===== config.mk =====
export PLATFORM = sky130hd
export DESIGN_NAME = mem_port_arbiter
export DESIGN_NICKNAME = d
export VERILOG_FILES = /design/src/rtl/mcu_bus_pkg.sv /design/src/rtl/rr_priority_picker.sv /design/src/rtl/mem_port_arbiter.sv
export SDC_FILE = /design/constraint.sdc
export NUM_CORES = 1
export LEC_CHECK = 0
export ABC_CLOCK_PERIOD_IN_PS = 2400
export CAP_MARGIN = 25
export CORE_ASPECT_RATIO = 1.2
export CORE_UTILIZATION = 39
export CTS_CLUSTER_SIZE = 12
export DETAILED_ROUTE_END_ITERATION = 8
export GPL_TIMING_DRIVEN = 0
export PLACE_DENSITY = 0.9
export SYNTH_ARGS = -nofsm -noshare
export SYNTH_HDL_FRONTEND = slang
export SYNTH_SLANG_ARGS = --single-unit

===== constraint.sdc =====
create_clock -name clk -period 2.4 [get_ports clk]
set_clock_uncertainty 0.1 [all_clocks]
set_input_delay 0.36 -clock clk [delete_from_list [all_inputs] [get_ports clk]]
set_output_delay 0.36 -clock clk [all_outputs]
set_load 0.005 [all_outputs]

===== src/rtl/mcu_bus_pkg.sv =====
// Shared definitions for the MCU memory-port arbiter slice.
//   - arb_state_e : arbiter FSM encoding (IDLE / ACCESS / RESP)
//   - DEF_ADDR_W / DEF_DATA_W : default bus widths
//   - MASTER_* : fixed master slot indices (slot 0 is the CPU)
//   - idx_w() / eff_latency() : parameter helpers
package mcu_bus_pkg;

  typedef enum logic [1:0] {
    ST_IDLE   = 2'b00,
    ST_ACCESS = 2'b01,
    ST_RESP   = 2'b10
  } arb_state_e;

  localparam int DEF_ADDR_W    = 32;
  localparam int DEF_DATA_W    = 32;

  localparam int MASTER_CPU    = 0;
  localparam int MASTER_LOADER = 1;

  // Width of a master index; a single master still needs one bit.
  function automatic int idx_w(input int n);
    return (n > 1) ? $clog2(n) : 1;
  endfunction

  // A zero latency memory is meaningless; it behaves as a one-cycle memory.
  function automatic int eff_latency(input int lat);
    return (lat < 1) ? 1 : lat;
  endfunction

endpackage


===== src/rtl/rr_priority_picker.sv =====
// Combinational round-robin picker.
//   req        : per-master request levels
//   last_grant : index of the master served most recently
//   winner_oh  : one-hot winner (all zero when nothing requests)
//   winner_idx : index of the winner
//   any_req    : at least one request present
// Search order is last_grant+1, last_grant+2, ... wrapping modulo NUM_REQ.
module rr_priority_picker
  import mcu_bus_pkg::*;
#(
  parameter int NUM_REQ = 2,
  parameter int IDX_W   = idx_w(NUM_REQ)
) (
  input  logic [NUM_REQ-1:0] req,
  input  logic [IDX_W-1:0]   last_grant,
  output logic [NUM_REQ-1:0] winner_oh,
  output logic [IDX_W-1:0]   winner_idx,
  output logic               any_req
);

  logic [IDX_W-1:0] sel;

  // Walk from the farthest candidate to the nearest; the last hit wins,
  // which is the first requester after last_grant in rotation order.
  always_comb begin
    winner_oh  = '0;
    winner_idx = '0;
    sel        = '0;
    for (int off = NUM_REQ; off >= 1; off--) begin
      sel = IDX_W'((int'(last_grant) + off) % NUM_REQ);
      if (req[sel]) begin
        winner_oh            = '0;
        winner_oh[sel]       = 1'b1;
        winner_idx           = sel;
      end
    end
  end

  assign any_req = |req;

endmodule


===== src/rtl/mem_port_arbiter.sv =====
// Shares the single MCU memory port among NUM_REQ bus masters.
// One transaction at a time, round-robin, fixed memory latency.
//   clk, rst (async, active low)
//   req/we/addr/wdata : per-master request, packed master i at slice i
//   gnt   : one-hot grant, capture through ack cycle
//   ack   : one-cycle completion pulse; err/rdata valid with it
//   mem_* : memory/peripheral decoder side
// Sequence per transaction: IDLE (capture) -> ACCESS x MEM_LATENCY -> RESP.
module mem_port_arbiter
  import mcu_bus_pkg::*;
#(
  parameter int NUM_REQ     = 2,
  parameter int ADDR_W      = DEF_ADDR_W,
  parameter int DATA_W      = DEF_DATA_W,
  parameter int MEM_LATENCY = 2
) (
  input  logic                      clk,
  input  logic                      rst,
  input  logic [NUM_REQ-1:0]        req,
  input  logic [NUM_REQ-1:0]        we,
  input  logic [NUM_REQ*ADDR_W-1:0] addr,
  input  logic [NUM_REQ*DATA_W-1:0] wdata,
  output logic [NUM_REQ-1:0]        gnt,
  output logic [NUM_REQ-1:0]        ack,
  output logic [NUM_REQ-1:0]        err,
  output logic [DATA_W-1:0]         rdata,
  output logic [ADDR_W-1:0]         mem_addr,
  output logic [DATA_W-1:0]         mem_wdata,
  output logic                      mem_write,
  input  logic [DATA_W-1:0]         mem_rdata,
  input  logic                      mem_error
);

  localparam int IDX_W = idx_w(NUM_REQ);
  localparam int LAT   = eff_latency(MEM_LATENCY);
  localparam int CNT_W = 3;

  logic [NUM_REQ-1:0][ADDR_W-1:0] addr_a;
  logic [NUM_REQ-1:0][DATA_W-1:0] wdata_a;

  assign addr_a  = addr;
  assign wdata_a = wdata;

  arb_state_e       state;
  logic [CNT_W-1:0] cnt;
  logic [IDX_W-1:0] win_idx;
  logic [IDX_W-1:0] last_grant;

  logic [NUM_REQ-1:0] pick_oh;
  logic [IDX_W-1:0]   pick_idx;
  logic               pick_any;

  rr_priority_picker #(
    .NUM_REQ (NUM_REQ),
    .IDX_W   (IDX_W)
  ) u_pick (
    .req        (req),
    .last_grant (last_grant),
    .winner_oh  (pick_oh),
    .winner_idx (pick_idx),
    .any_req    (pick_any)
  );

  always_ff @(posedge clk or negedge rst) begin
    if (!rst) begin
      state      <= ST_IDLE;
      cnt        <= '0;
      win_idx    <= '0;
      last_grant <= IDX_W'(NUM_REQ - 1);  // master 0 wins first
      gnt        <= '0;
      ack        <= '0;
      err        <= '0;
      rdata      <= '0;
      mem_addr   <= '0;
      mem_wdata  <= '0;
      mem_write  <= 1'b0;
    end else begin
      case (state)
        ST_IDLE: begin
          mem_write <= 1'b0;
          if (pick_any) begin
            win_idx   <= pick_idx;
            gnt       <= pick_oh;
            mem_addr  <= addr_a[pick_idx];
            mem_wdata <= wdata_a[pick_idx];
            mem_write <= we[pick_idx];
            cnt       <= CNT_W'(LAT);
            state     <= ST_ACCESS;
          end
        end
        ST_ACCESS: begin
          cnt <= cnt - CNT_W'(1);
          if (cnt == CNT_W'(1)) begin
            // Last held cycle: memory response is valid now. The write
            // strobe drops on this edge so it spans exactly LAT cycles.
            if (!mem_write) rdata <= mem_rdata;
            ack       <= gnt;
            err       <= gnt & {NUM_REQ{mem_error}};
            mem_write <= 1'b0;
            state     <= ST_RESP;
          end
        end
        ST_RESP: begin
          last_grant <= win_idx;
          gnt        <= '0;
          ack        <= '0;
          err        <= '0;
          state      <= ST_IDLE;
        end
        default: state <= ST_IDLE;
      endcase
    end
  end

endmodule


==> flow_metrics.py <==
metrics = {
    "floorplanning": {
        "initial_utilization_pct": 40.2,
        "die_w_um": 105,
        "coreArea_um2": 12200,
        "die_area_um2": 13100,
        "dieHeight_um": 125,
        "placementRows": 44,
        "pin_count": 270,
    },
    "setup_path": {
        "r2r-start": "cnt[1]",
        "rr_endpoint": "rdata[12]",
        "cp-startpoint": "req[1]",
        "startpoint_type": "input port",
        "reg2reg_depth": 6,
        "setup.worst_path.class": "in2reg",
        "endpoint": "mem_wdata[18]",
        "rrSetupSlack_ns": 0.33,
        "arrival_ns": 2.31,
        "endpoint_kind": "register",
        "crit_fanout": 10,
        "critPathRequiredTime_ns": 2.56,
    },
    "final_layout": {
        "seq_area_um2": 2750,
        "final_cell_mix": "268 x clkdlybuf4s50_1, 109 x dfrtp_1, 106 x o21ai_0",
        "layout_commonest_cell": "clkdlybuf4s50_1",
        "multiInputGateArea_um2": 1930,
        "num_antenna_cells": 0,
        "syn2layout_area_growth_pct": 66.3,
        "fill_cells": 929,
        "final_cells": 867,
        "drive_above_1_share_pct": 9.92,
        "finalNetCount": 870,
        "design_area_um2": 8180,
    },
    "global_route": {
        "gr-total-overflow": 0,
        "grt_pass1_vias": 4678,
        "grt_util_all_layers_pct": 22.4,
        "grt_max_degree": 64,
        "grt_pass1_wl_um": 23100,
        "grt_antenna_before_repair": 0,
    },
    "yosys": {
        "synthSimpleGateAreaFrac_pct": 3.18,
        "ys_ff_latch": 110,
        "postSynthCellCount": 419,
        "syn_nets": 588,
        "synth_compound_area_share_pct": 14.9,
        "yosysWarnings": 0,
        "synthesis.area_um2": 4920,
        "synth_xor_area_share_pct": 0.178,
        "syn_area_per_cell_um2": 11.7,
        "seq_area_frac_synth_pct": 56.0,
        "synthAdderAreaFrac_pct": 0.509,
        "yosysUniqueCellTypes": 31,
        "synth_top_family_by_area": "multiplexers",
        "muxShareOfSynthArea_pct": 20.6,
    },
    "clocking": {
        "insertion_delay_ns": 0.34,
        "clk_pin_slew_worst_paths_ns": 0.07,
        "cts.path.max_buffers": 2,
        "postCtsSetupRepairBufs": 0,
        "cts_tree": "built",
        "cts_buffers": 9,
        "clock-sinks": 110,
        "cts_root_buf": "clkbuf_16",
        "ctsHoldBuffers": 1,
        "h-tree-depth": 3,
        "cts_resized": 0,
    },
    "sta": {
        "final-setup-viol-count": 0,
        "final-hold-violation-count": 0,
        "rsz0062_at_grt": "false",
        "relSlewSlack_pct": 58.0,
        "fin_crit_sh_pct": 89.9,
        "slew_violations": 0,
        "min_period_ns": 2.16,
        "max_freq_mhz": 464,
        "worst_pin_slew_ns": 0.630,
        "holdWs_ns": 0.389,
    },
    "run": {
        "max_cap_violations": 0,
    },
    "power_and_ir_drop": {
        "power_mw": 9.10,
        "power.density_nw_per_um2": 1110,
        "leakage_nw": 3.53,
        "ir_drop_mv": 0.608,
    },
    "drt": {
        "drcViolationCount": 0,
        "firstDrtPassIters": 4,
        "drtIter0Drc": 194,
        "wl_per_cell_um": 16.5,
        "viasPerCell": 5.01,
        "antenna_left": 0,
        "via_count": 4341,
        "routed_wl_um": 14300,
    },
    "placement": {
        "port_buffers": 269,
        "gp_congestion": 0.799,
        "dp_hpwl_um": 11100,
        "placed_cell_area_um2": 7840,
        "place_inst": 850,
    },
    "min_path": {
        "hp-class": "reg2reg",
    },
    "status": {
        "status": "complete, no violations",
    },
}
## worst min-delay path by stage
stage                     startpoint       end  cells after the start
final                       rdata[8]  rdata[8]                      1
after global placement      rdata[9]  rdata[9]                      1
after floorplan                  rst    ack[0]                      0
after CTS                   rdata[8]  rdata[8]                      1
after global routing        rdata[8]  rdata[8]                      1
after detailed placement         rst  rdata[2]                      1
## area by class of cell
type	instances	share of cell area, %
multi-input combinational	269	23.7
clock inverter	7	1.29
clock buffer	9	2.75
tap	161	2.46
sequential	110	33.7
buffer	33	2.49
timing repair buffer	271	33.4
inverter	7	0.321
## where the power goes
| part | switching, mW | internal (mW) | total (mW) |
|---|---|---|---|
| clock network | 0.691 | 0.930 | 1.62 |
| registers | 0.495 | 2.77 | 3.26 |
| logic | 1.68 | 2.54 | 4.22 |
| total | 2.87 | 6.24 | 9.10 |
## critical path: stages
cell	delay [ns]
clkdlybuf4s50_1	0.46
nor2_1	0.31
clkbuf_1	0.52
clkbuf_1	0.39
o21ai_0	0.16
o21ai_1	0.11
## layer usage
layer / global-route usage (%) / wire, µm / up-vias
li1: - / - / 2062
met1: 25.4 / 5490 / 2044
met2: 41.0 / 7570 / 210
met3: 4.07 / 889 / 25
met4: 9.41 / 393 / 0
met5: 0 / 0 / -
## cell usage after synthesis (all sizes together)
library cell / n / area share, %
o22ai: 2 / 0.25
mux2i: 65 / 13
or2b: 1 / 0.15
nand2b: 3 / 0.38
a32oi: 1 / 0.18
nand4bb: 1 / 0.23
dfstp: 1 / 0.53
ha: 2 / 0.51
mux2: 32 / 7.3
or2: 2 / 0.31
buf: 17 / 2.9
a21boi: 1 / 0.15
nand3: 6 / 0.61
o21ai: 133 / 14
a31oi: 1 / 0.43
nor2b: 1 / 0.13
a21bo: 1 / 0.20
dfrtp: 109 / 55
nand2: 9 / 0.69
inv: 7 / 0.53
nand3b: 1 / 0.15
nor2: 5 / 0.53
clkbuf: 16 / 1.2
o211ai: 1 / 0.15
xor2: 1 / 0.18
## state kept, by name, indices dropped and copies added (netlist names), 2 cells and up
| signal | flops |
|---|---|
| state | 2 |
| gnt | 2 |
| mem_wdata | 32 |
| err | 2 |
| ack | 2 |
| mem_addr | 32 |
| rdata | 32 |
| cnt | 3 |
## kinds of logic (layout without fill, tap and decap cells)
group | count (synthesis) | in the layout
buffers and inverters | 40 | 327
adders and majority gates | 2 | 2
and+or+nand+nor | 29 | 29
muxes | 97 | 97
AOI/OAI and AO/OA | 140 | 140
DFF | 110 | 110
xor gates and xnor gates | 1 | 1
## per-stage QoR
step	setup TNS, ns	util [%]	setup slack, ns
final	0	66.9	0.243
after detailed placement	-1.43	64.1	-0.114
after floorplan	0	-	0.608
after CTS	0	66.9	0.230
after global routing	0	66.9	0.0636
after global placement	-326.56	63.9	-2.99
No activity file was read; power rests on OpenSTA's default activity.
